**config.mk**
```make
export PLATFORM = sky130hd
export DESIGN_NAME = seq_divider
export DESIGN_NICKNAME = d
export VERILOG_FILES = /design/src/rtl/seq_divider.sv
export SDC_FILE = /design/constraint.sdc
export NUM_CORES = 1
export LEC_CHECK = 0
export ABC_AREA = 1
export BUFFER_PORTS_ARGS = -buffer_cell sky130_fd_sc_hd__buf_2
export CORE_MARGIN = 2
export CORE_UTILIZATION = 55
export DETAILED_ROUTE_END_ITERATION = 8
export PLACE_DENSITY = 0.83
export SETUP_SLACK_MARGIN = 0.02
export SKIP_CTS_REPAIR_TIMING = 1
export SYNTH_ARGS = -nofsm -noshare
export SYNTH_HDL_FRONTEND = slang
export SYNTH_SLANG_ARGS = --single-unit
```
**constraint.sdc**
```tcl
create_clock -name clk -period 3.76 [get_ports clk]
set_input_delay 0.188 -clock clk [delete_from_list [all_inputs] [get_ports clk]]
set_output_delay 0.188 -clock clk [all_outputs]
set_load 0.05 [all_outputs]
```
**src/rtl/seq_divider.sv**
```systemverilog
`default_nettype none
// ============================================================================
// Module   : seq_divider
// Purpose  : Multi-cycle radix-2 restoring divider for the EX stage. It
//            accepts one DIV/DIVU request, iterates one quotient bit per
//            clock and returns {remainder, quotient}, which EX writes to
//            HI and LO.
// Ports    : clk, rst          - clock, synchronous active-high reset
//            signed_div_i      - 1 = DIV (signed), 0 = DIVU
//            opdata1_i         - dividend, sampled when the request is taken
//            opdata2_i         - divisor, sampled when the request is taken
//            start_i           - request, held by EX until it sees ready_o
//            annul_i           - abort an in-flight division
//            result_o          - {remainder, quotient}, registered
//            ready_o           - result valid, registered
// Options  : DIV_EARLY_OUT_EN  - when defined, a request with
//            |dividend| < |divisor| finishes in one cycle with quotient 0
//            and remainder = dividend.
// Revision : 1.0 - initial release
// ============================================================================
module seq_divider #(
    parameter int WIDTH = 32
) (
    input  logic               clk,
    input  logic               rst,
    input  logic               signed_div_i,
    input  logic [WIDTH-1:0]   opdata1_i,
    input  logic [WIDTH-1:0]   opdata2_i,
    input  logic               start_i,
    input  logic               annul_i,
    output logic [2*WIDTH-1:0] result_o,
    output logic               ready_o
);

    // BYZERO is also the one-cycle short-circuit state for early-out
    // requests; the preloaded partial remainder tells the two apart.
    localparam logic [1:0] c_IDLE   = 2'd0;
    localparam logic [1:0] c_BYZERO = 2'd1;
    localparam logic [1:0] c_ON     = 2'd2;
    localparam logic [1:0] c_END    = 2'd3;

    localparam logic [5:0] c_LAST_CNT = 6'(WIDTH - 1);

    logic [1:0]         r_state;
    logic [1:0]         w_state_d;

    logic [WIDTH-1:0]   r_dividend;   // dividend magnitude, shifted out MSB first
    logic [WIDTH-1:0]   r_divisor;    // divisor magnitude
    logic [WIDTH-1:0]   r_partial;    // partial remainder
    logic [WIDTH-1:0]   r_quot;       // quotient bits collected so far
    logic [5:0]         r_cnt;
    logic               r_neg_q;
    logic               r_neg_r;

    logic [2*WIDTH-1:0] r_result;
    logic               r_ready;
    logic [2*WIDTH-1:0] w_result_d;
    logic               w_ready_d;

    logic               w_accept;
    logic               w_abort;
    logic               w_div_zero;
    logic               w_early;
    logic [WIDTH-1:0]   w_mag1;
    logic [WIDTH-1:0]   w_mag2;

    logic [WIDTH:0]     w_shift;
    logic               w_borrow;
    logic [WIDTH-1:0]   w_sub;
    logic [WIDTH-1:0]   w_part_next;
    logic [WIDTH-1:0]   w_quot_next;
    logic [WIDTH-1:0]   w_q_fix;
    logic [WIDTH-1:0]   w_r_fix;

    // ------------------------------------------------------------------
    // Request decode and operand magnitudes
    // ------------------------------------------------------------------
    assign w_accept   = start_i & ~annul_i;
    assign w_abort    = annul_i | ~start_i;
    assign w_div_zero = (opdata2_i == '0);

    // 0x80..0 negates to itself, which is the correct unsigned magnitude.
    assign w_mag1 = (signed_div_i & opdata1_i[WIDTH-1]) ? -opdata1_i : opdata1_i;
    assign w_mag2 = (signed_div_i & opdata2_i[WIDTH-1]) ? -opdata2_i : opdata2_i;

`ifdef DIV_EARLY_OUT_EN
    assign w_early = ~w_div_zero & (w_mag1 < w_mag2);
`else
    assign w_early = 1'b0;
`endif

    // ------------------------------------------------------------------
    // One restoring iteration: shift in the next dividend bit, trial
    // subtract. The shifted value needs W+1 bits, but after the subtract
    // (or restore) the remainder is below the divisor and fits in W bits,
    // so the low W bits of a modulo-2^W subtract are exact.
    // ------------------------------------------------------------------
    assign w_shift     = {r_partial, r_dividend[WIDTH-1]};
    assign w_borrow    = (w_shift < {1'b0, r_divisor});
    assign w_sub       = w_shift[WIDTH-1:0] - r_divisor;
    assign w_part_next = w_borrow ? w_shift[WIDTH-1:0] : w_sub;
    assign w_quot_next = {r_quot[WIDTH-2:0], ~w_borrow};

    // Sign fixup: quotient negative when signs differ, remainder follows
    // the dividend. Both flags are zero for unsigned requests.
    assign w_q_fix = r_neg_q ? -w_quot_next : w_quot_next;
    assign w_r_fix = r_neg_r ? -w_part_next : w_part_next;

    // ------------------------------------------------------------------
    // State register
    // ------------------------------------------------------------------
    always_ff @(posedge clk) begin
        if (rst) begin
            r_state <= c_IDLE;
        end else begin
            r_state <= w_state_d;
        end
    end

    // ------------------------------------------------------------------
    // Next-state logic
    // ------------------------------------------------------------------
    always_comb begin
        w_state_d = r_state;
        case (r_state)
            c_IDLE: begin
                if (w_accept) begin
                    if (w_div_zero || w_early) begin
                        w_state_d = c_BYZERO;
                    end else begin
                        w_state_d = c_ON;
                    end
                end
            end
            c_BYZERO: begin
                w_state_d = c_END;
            end
            c_ON: begin
                if (w_abort) begin
                    w_state_d = c_IDLE;
                end else if (r_cnt == c_LAST_CNT) begin
                    w_state_d = c_END;
                end
            end
            c_END: begin
                // annul_i is deliberately ignored here; EX releases via start_i.
                if (!start_i) begin
                    w_state_d = c_IDLE;
                end
            end
            default: begin
                w_state_d = c_IDLE;
            end
        endcase
    end

    // ------------------------------------------------------------------
    // Output logic: next values for the registered result/ready
    // ------------------------------------------------------------------
    always_comb begin
        w_result_d = r_result;
        w_ready_d  = r_ready;
        case (r_state)
            c_IDLE: begin
                w_result_d = '0;
                w_ready_d  = 1'b0;
            end
            c_BYZERO: begin
                // Divide-by-zero preloads zeros; early-out preloads the
                // original dividend as remainder.
                w_result_d = {r_partial, r_quot};
                w_ready_d  = 1'b1;
            end
            c_ON: begin
                if (!w_abort && (r_cnt == c_LAST_CNT)) begin
                    w_result_d = {w_r_fix, w_q_fix};
                    w_ready_d  = 1'b1;
                end else begin
                    w_result_d = '0;
                    w_ready_d  = 1'b0;
                end
            end
            c_END: begin
                if (!start_i) begin
                    w_result_d = '0;
                    w_ready_d  = 1'b0;
                end
            end
            default: begin
                w_result_d = '0;
                w_ready_d  = 1'b0;
            end
        endcase
    end

    always_ff @(posedge clk) begin
        if (rst) begin
            r_result <= '0;
            r_ready  <= 1'b0;
        end else begin
            r_result <= w_result_d;
            r_ready  <= w_ready_d;
        end
    end

    // ------------------------------------------------------------------
    // Datapath registers
    // ------------------------------------------------------------------
    always_ff @(posedge clk) begin
        if (rst) begin
            r_dividend <= '0;
            r_divisor  <= '0;
            r_partial  <= '0;
            r_quot     <= '0;
            r_cnt      <= '0;
            r_neg_q    <= 1'b0;
            r_neg_r    <= 1'b0;
        end else if (r_state == c_IDLE) begin
            if (w_accept) begin
                r_dividend <= w_mag1;
                r_divisor  <= w_mag2;
                r_partial  <= w_early ? opdata1_i : '0;
                r_quot     <= '0;
                r_cnt      <= '0;
                r_neg_q    <= signed_div_i & (opdata1_i[WIDTH-1] ^ opdata2_i[WIDTH-1]);
                r_neg_r    <= signed_div_i & opdata1_i[WIDTH-1];
            end
        end else if (r_state == c_ON) begin
            r_partial  <= w_part_next;
            r_quot     <= w_quot_next;
            r_dividend <= {r_dividend[WIDTH-2:0], 1'b0};
            r_cnt      <= r_cnt + 6'd1;
        end
    end

    assign result_o = r_result;
    assign ready_o  = r_ready;

endmodule
`default_nettype wire

```
After elaboration in Yosys (flattened, before gate mapping) --
Cells that the tools add are included.
Storage, ports and cells: register bits 203
Operators by class: $add $sub $neg 6, equality and inequality tests 7, bitwise operators 9, multiplexer cells 28, order comparisons 1, reductions and logical operators 8
Operators by type and width (number):
- 32-bit two-way mux | 13
- 64-bit case mux with 4 select lines | 1
- 64-bit two-way mux | 2
- 32-bit negator | 4
- 33-bit by 32-bit < comparator with 1-bit output | 1
- 32-bit zero test | 1
- 32-bit subtractor | 1
- 6-bit two-way mux | 3
- 2-bit two-way mux | 5
- 2-bit case mux with 4 select lines | 1
- 6-bit by 1-bit adder with 6-bit output, second input constant | 1
- 6-bit by 5-bit equality test with 1-bit output, second input constant | 1
- 1-bit bitwise AND | 4
- 2-bit equality test, second input constant | 2
- 2-bit inequality test, second input constant | 2
- 1-bit case mux with 4 select lines | 1
- 2-bit AND reduction | 2
- 3-bit inequality test, second input constant | 1
- 1-bit NOT | 3
- 3-bit AND reduction | 1
- 2-bit by 1-bit equality test with 1-bit output, second input constant | 1
- 2-bit zero test | 1
- 1-bit two-way mux | 2
- 2-bit nonzero test | 1
- other kinds (4) | 4

Depth between registers and ports, before layout --
Gate-level depths: netlist of the first run.
word-level depth 6, depth in mapped cells 29, mapped depth without buffers 29

Worst setup path before layout of the first run --
Ideal clock, no wire load.
kind reg2reg, from register r_divisor[4], to register r_result[28] (netlist: result_o[28]), stages on the path, launching flop included 30, slack 0.291 ns, required time 3.628 ns, data arrival time 3.336 ns, path through dfxtp_1 -> inv_1 -> ha_1 -> nand2_1 -> nand2_2 -> inv_2 -> nand2_1 -> nand2_1 -> nand3_2 -> nand2_2 -> nand2_4 -> nand2_8 -> nand2_4 -> inv_2 -> ha_1 -> nand3_1 -> nor3_1 -> nand3_1 -> inv_1 -> nand2_1 -> nor3_1 -> nand4_1 -> o21ai_1 -> o21ai_0 -> nor2_1 -> a21oi_1 -> o21ai_0 -> nand2_1 -> nand2_1 -> a21oi_1
Between the ends: word-level cells in the longest chain between the ends 6
Ends and longest elaborated chain:
- start, declared | RTL line 48 | logic [WIDTH-1:0] r_divisor;
- start signal, assigned | RTL line 221 | r_divisor <= w_mag2;
- 33-bit by 32-bit < comparator with 1-bit output | RTL line 99 | assign w_borrow = (w_shift < {1'b0, r_divisor});
- 1-bit NOT | RTL line 102 | assign w_quot_next = {r_quot[WIDTH-2:0], ~w_borrow};
- 32-bit negator | RTL line 106 | assign w_q_fix = r_neg_q ? -w_quot_next : w_quot_next;
- 32-bit two-way mux | RTL line 106
- 64-bit two-way mux | RTL line 175 | if (!w_abort && (r_cnt == c_LAST_CNT)) begin
- 64-bit case mux with 4 select lines | RTL line 163 | case (r_state)
- end signal, assigned | RTL line 201 | r_result <= w_result_d;
- end, declared | RTL line 55 | logic [2*WIDTH-1:0] r_result;
No other way between the ends. A chain may end at the register's enable or synchronous reset.

Worst setup path after layout of the first run --
from register r_divisor[6], to register r_result[28] (netlist: result_o[28])
Same word-level chain as after synthesis.

==> impl_metrics.env, run 1 <==
export IMPL_skew_ps=27.6
export IMPL_cpMostUsedCell="nand2_1"
export IMPL_h_tree_depth=1
export IMPL_hold_path_cell_count=3
export IMPL_vias=16200
export IMPL_core_area_mm2=0.0259
export IMPL_drt_iter0_drc=1528
export IMPL_cts_buffers=24
export IMPL_dp_hpwl_um=34600
export IMPL_slew_headroom_pct=42.2
export IMPL_worst_slack_ps=183
export IMPL_dieHeight_um=166
export IMPL_ant_nets=0
export IMPL_stdcell_area_mm2=0.0167
export IMPL_final_cell_mix="nand2_1, inv_1, a21oi_1"
export IMPL_pwr_density_cell_mw_per_mm2=559
export IMPL_hp_class="input pin to flop"
export IMPL_cp_num_buf_inv=4
export IMPL_startpoint_type="flop"
export IMPL_timing_final_crit_period_ps=3580
export IMPL_avgSynthCellArea_um2=5.98
export IMPL_fmax_ghz=0.280
export IMPL_grt_overflow_total=0
export IMPL_grt_pass1_vias=14900
export IMPL_chipWidth_um=166
export IMPL_drt_total_wl_um=47500
export IMPL_fin_crit_sh_pct=95.1
export IMPL_die_area_mm2=0.0275
export IMPL_clk_pin_slew_ps=70
export IMPL_slew_violations=0
export IMPL_syn_inst=2409
export IMPL_drc=0
export IMPL_clock_sinks=203
export IMPL_ys_ff_latch=203
export IMPL_ys_warn_count=0
export IMPL_cp_slowest_cell="dfxtp_2"
export IMPL_ir_drop_v=0.000912
export IMPL_antenna_found_initial=1
export IMPL_fillers=2413
export IMPL_pwr_share_seq_pct=26.7
export IMPL_comb_power_share_pct=46.8
export IMPL_viasPerCell=5.65
export IMPL_reg2reg_from="r_divisor[6]"
export IMPL_synth_area_mm2=0.0144
export IMPL_cp_top_family="simple AND/OR/NAND/NOR gates"
export IMPL_arrival_ps=3980
export IMPL_area_growth_pct=15.9
export IMPL_cp_depth=29
export IMPL_grtUsageTotal_pct=32.8
export IMPL_p_sw_mw=4.22
export IMPL_cp_slowest_stage_delay_ps=330
export IMPL_status="finished with violations"
export IMPL_grt_pass1_wl_um=75000
export IMPL_grt_max_degree=80
export IMPL_end_kind="flop"
export IMPL_holdWs_ps=-29.8
export IMPL_cp_data_required_time_ps=4160
export IMPL_fin_util_pct=64.4
export IMPL_synthesis_nets=2519
export IMPL_port_buffers=133
export IMPL_drv_cap=0
export IMPL_gp_congestion=0.995
export IMPL_cp_max_fo=4
export IMPL_drive_gt1_share_pct=14.8
export IMPL_drt_wirelength_per_cell_um=16.5
export IMPL_crit_start="r_divisor[6]"
export IMPL_row_count=59
export IMPL_regToRegSetupSlack_ps=180
export IMPL_layout_commonest_cell="nand2_1"
export IMPL_yosysSeqAreaShare_pct=28.2
export IMPL_setup_violations=0
export IMPL_p_int_mw=5.10
export IMPL_violations="negative hold slack"
export IMPL_p_clk_share_pct=26.5
export IMPL_finalHoldViolCount=6
export IMPL_first_pass_iters=6
export IMPL_yosysUniqueCellTypes=50
export IMPL_cellLeakagePower_nw=7.65
export IMPL_critPathCapture="result_o[28]"
export IMPL_r2r_end="result_o[28]"
export IMPL_cts_tree="built"
export IMPL_reg2regPathDepth=29
export IMPL_clock_latency_ps=560
export IMPL_nets=2625
export IMPL_dp_slack_ps=38.7
export IMPL_worstSetupPathType="flop to flop"
export IMPL_tightest_slew_ps=868
export IMPL_dpl_cell_area_mm2=0.0154
export IMPL_root_buffer="clkbuf_16"
export IMPL_rsz0062_at_grt="true"
export IMPL_clk_path_buf_depth=3
export IMPL_ios=134
export IMPL_initial_core_util_pct=55.6
export IMPL_switching_share_pct=45.2
-- state kept, by name, indices dropped and copies added, names as in the netlist --
| signal | count |
|---|---|
| result_o | 64 |
| r_dividend | 32 |
| r_divisor | 32 |
| r_partial | 32 |
| r_quot | 32 |
| r_cnt | 6 |
| r_state | 2 |
| r_neg_q | 1 |
| r_neg_r | 1 |
| ready_o | 1 |
-- Yosys cell counts, drive strengths merged --
library cell | n | area (um2)
nand3 | 127 | 676
and3 | 3 | 18.8
a22oi | 1 | 7.51
o21ai | 172 | 876
nand2 | 842 | 3290
nand3b | 9 | 67.6
and2 | 4 | 25.0
ha | 40 | 500
o22ai | 15 | 93.8
or2 | 6 | 37.5
o32ai | 2 | 17.5
fa | 1 | 20.0
o221ai | 6 | 52.6
a32o | 2 | 20.0
a31oi | 4 | 25.0
clkinv | 7 | 27.5
nor3b | 1 | 7.51
nand4 | 14 | 87.6
clkbuf | 85 | 319
a211oi | 1 | 7.51
o41ai | 2 | 17.5
o21bai | 2 | 15.0
xnor2 | 21 | 184
inv | 267 | 1000
nor4 | 9 | 56.3
o211ai | 10 | 75.1
nor2 | 205 | 860
buf | 23 | 139
a221oi | 3 | 26.3
dfxtp | 203 | 4060
o31ai | 1 | 7.51
nor3 | 31 | 175
a21oi | 253 | 1270
xor2 | 37 | 324
-- layer usage --
metal,GRT usage (%),vias up,wire length (um)
met2,55.6,707,22000
li1,-,7938,-
met3,4.50,151,3540
met4,15.0,0,2560
met5,0,-,0
met1,41.6,7406,19400
-- how the worst min path moves through the flow --
stage	from	to	slack [ps]
CTS	opdata1_i[0]	r_dividend[0]	-90
floorplan	opdata1_i[0]	r_dividend[0]	340
detailed placement	r_cnt[5]	r_cnt[5]	450
global placement	r_quot[31]	r_quot[31]	450
global route	opdata2_i[11]	r_divisor[11]	-1
finish	opdata2_i[7]	r_divisor[7]	-30
-- worst register-to-register path: cells and delay by family, from the launching register on --
kind	cells	cell delay (ps)
and+or+nand+nor	18	1810
AOI/OAI and AO/OA	5	610
buffers and inverters	4	290
DFF	1	330
adders and majority gates	2	390
-- per-stage QoR --
stage | setup TNS (ps) | cells | power [mW]
2_1_floorplan | 0 | 2409 | 5.56
3_3_place_gp | 0 | 2814 | 6.59
3_5_place_dp | 0 | 2814 | 6.65
4_1_cts | -15.6 | 2858 | 9.13
5_1_grt | -188 | 2868 | 9.92
6_report | 0 | 2870 | 9.32
-- power groups by stage --
stage          combinational [mW]  sequential [mW]  clock [mW]
5_1_grt                      4.84             2.51        2.57
2_1_floorplan                3.06             2.50           0
3_3_place_gp                 4.07             2.51           0
3_5_place_dp                 4.13             2.52           0
4_1_cts                      4.16             2.48        2.49
6_report                     4.36             2.49        2.47
-- area by class of cell --
type,instances,area [um2],area share [%]
Clock buffer,30,653,3.91
Tap cell,335,419,2.51
Clock inverter,14,184,1.10
Timing Repair Buffer,188,1110,6.63
Sequential cell,203,4070,24.4
Multi-Input combinational cell,1824,9220,55.2
Inverter,274,1030,6.17
Antenna cell,2,5.00,0.0300
-- kinds of logic (layout without fill, tap and decap cells) --
group | count (synthesis) | after routing | synth area share, %
AND/OR/NAND/NOR | 1251 | 1251 | 36.8
AO/OA/AOI/OAI | 474 | 474 | 17.5
buffers and inverters | 382 | 506 | 10.3
flip-flops | 203 | 203 | 28.2
XOR/XNOR | 58 | 58 | 3.53
adder cells (fa/ha/maj) | 41 | 41 | 3.62
other | 0 | 2 | 0
(Power assumes the default switching activity.)
==> run 2: changes to the inputs <==
--- a/config.mk
+++ b/config.mk
@@ -8,9 +8,9 @@
 export ABC_AREA = 1
 export BUFFER_PORTS_ARGS = -buffer_cell sky130_fd_sc_hd__buf_2
 export CORE_MARGIN = 2
-export CORE_UTILIZATION = 55
+export CORE_UTILIZATION = 30
 export DETAILED_ROUTE_END_ITERATION = 8
-export PLACE_DENSITY = 0.83
+export PLACE_DENSITY = 0.54
 export SETUP_SLACK_MARGIN = 0.02
 export SKIP_CTS_REPAIR_TIMING = 1
 export SYNTH_ARGS = -nofsm -noshare
==> impl_metrics.env, run 2 (same netlist as run 1, synthesis figures left out) <==
export IMPL_finalHoldViolCount=4
export IMPL_switching_share_pct=44.5
export IMPL_finalNonFillerCells=3196
export IMPL_worst_slack_ps=282
export IMPL_fin_util_pct=36.7
export IMPL_largest_register_ff_count=64
export IMPL_violations="negative hold slack"
export IMPL_cp_slowest_cell="dfxtp_2"
export IMPL_cp_max_fo=3
export IMPL_cts_tree="built"
export IMPL_final_cell_mix="nand2_1, inv_1, a21oi_1"
export IMPL_holdWs_ps=-44.7
export IMPL_drc=0
export IMPL_clock_latency_ps=570
export IMPL_row_count=80
export IMPL_end_kind="flop"
export IMPL_fin_total_pwr_mw=9.66
export IMPL_root_buffer="clkbuf_16"
export IMPL_status="finished with violations"
export IMPL_cpMostUsedCell="nand2_1"
export IMPL_drv_cap=0
export IMPL_cp_data_required_time_ps=4190
export IMPL_fillers=5197
export IMPL_pwr_density_cell_mw_per_mm2=553
export IMPL_port_buffers=133
export IMPL_ir_drop_v=0.000323
export IMPL_p_clk_share_pct=27.5
export IMPL_grt_pass1_wl_um=82000
export IMPL_drive_gt1_share_pct=16.1
export IMPL_grt_max_degree=95
export IMPL_rsz0062_at_grt="true"
export IMPL_dp_cells=3131
export IMPL_arrival_ps=3910
export IMPL_area_growth_pct=21.3
export IMPL_clk_pin_slew_ps=60
export IMPL_startpoint_type="flop"
export IMPL_drt_total_wl_um=52600
export IMPL_p_int_mw=5.36
export IMPL_antenna_found_initial=3
export IMPL_chipWidth_um=223
export IMPL_layout_commonest_cell="nand2_1"
export IMPL_dp_hpwl_um=39400
export IMPL_cp_slowest_stage_delay_ps=340
export IMPL_grt_overflow_total=0
export IMPL_drt_wirelength_per_cell_um=16.4
export IMPL_timing_final_crit_period_ps=3480
export IMPL_die_area_mm2=0.0498
export IMPL_first_pass_iters=7
export IMPL_ant_nets=0
export IMPL_fin_crit_sh_pct=92.5
export IMPL_fmax_ghz=0.288
export IMPL_initial_core_util_pct=30.3
export IMPL_setup_violations=0
export IMPL_slew_headroom_pct=44.9
export IMPL_cts_buffers=27
export IMPL_h_tree_depth=1
export IMPL_nets=2671
export IMPL_clock_sinks=203
export IMPL_dieHeight_um=223
export IMPL_core_area_mm2=0.0475
export IMPL_cellLeakagePower_nw=7.92
export IMPL_hp_class="input pin to flop"
export IMPL_viasPerCell=4.95
export IMPL_slew_violations=0
export IMPL_tightest_slew_ps=827
export IMPL_worstSetupPathType="flop to flop"
export IMPL_grt_pass1_vias=15000
export IMPL_vias=15800
export IMPL_clk_path_buf_depth=3
export IMPL_drt_iter0_drc=1042
export IMPL_comb_power_share_pct=46.8
export IMPL_pwr_share_seq_pct=25.7
export IMPL_grtUsageTotal_pct=20.6
export IMPL_ios=134
export IMPL_p_sw_mw=4.30
export IMPL_gp_congestion=0.944
export IMPL_dp_slack_ps=37.9
export IMPL_skew_ps=11.4
## run 2: cell count changes in the layout (fill, tap and decap cells not counted), moves of 3 or more
cell / previous run / this run
buf_4: 50 / 86
clkbuf_1: 3 / 8
clkbuf_16: 24 / 27
dlygate4sd3_1: 5 / 10
inv_1: 254 / 251
## run 2: area by class of cell
cell class                      instances  area (um2)  share of cell area (%)
Multi-Input combinational cell       1824        9220                    52.8
Sequential cell                       203        4070                    23.3
Timing Repair Buffer                  231        1470                    8.40
Inverter                              274        1030                    5.91
Tap cell                              615         769                    4.41
Clock buffer                           39         761                    4.36
Clock inverter                          9         140                   0.802
Antenna cell                            1        2.50                  0.0143
## run 2: worst paths after layout
check / depth (start not counted) / end / startpoint / slack, ps
worst max-delay path: 25 / result_o[28] / r_divisor[26] / 280
worst min-delay path: 3 / r_divisor[13] / opdata2_i[13] / -40
worst max register to register: 25 / result_o[28] / r_divisor[26] / 280
worst min register to register: 2 / result_o[42] / result_o[42] / 460
## run 2: critical path, delay by kind of cell, from the launching register on
family,cells,cell delay (ps)
and+or+nand+nor,13,1580
AOI/OAI and AO/OA,7,810
adders and majority gates,2,390
DFF,1,340
buffers and inverters,3,210
## run 2: per-layer routing
| metal | GRT usage [%] | share of wire, % | wire [um] | vias to the layer above |
|---|---|---|---|---|
| met5 | 0 | 0.051 | 27 | - |
| li1 | - | - | - | 8043 |
| met2 | 34.4 | 46 | 24200 | 401 |
| met4 | 6.88 | 3.5 | 1830 | 4 |
| met1 | 26.6 | 44 | 23400 | 7261 |
| met3 | 3.89 | 5.9 | 3090 | 102 |
## run 2: metrics by stage
stage          instance area [um2]  hold slack [ps]  TNS, ps
4_1_cts                      17000             -126        0
3_3_place_gp                 16100              450        0
3_5_place_dp                 16100              454        0
6_report                     17500            -44.7        0
2_1_floorplan                14400              337        0
5_1_grt                      17500            0.445    -46.9
## run 2: power by group through the flow
stage | registers [mW] | clock network, mW | logic, mW
3_5_place_dp | 2.52 | 0 | 4.35
6_report | 2.48 | 2.66 | 4.52
2_1_floorplan | 2.50 | 0 | 3.06
3_3_place_gp | 2.52 | 0 | 4.33
4_1_cts | 2.48 | 2.73 | 4.37
5_1_grt | 2.51 | 2.81 | 5.04
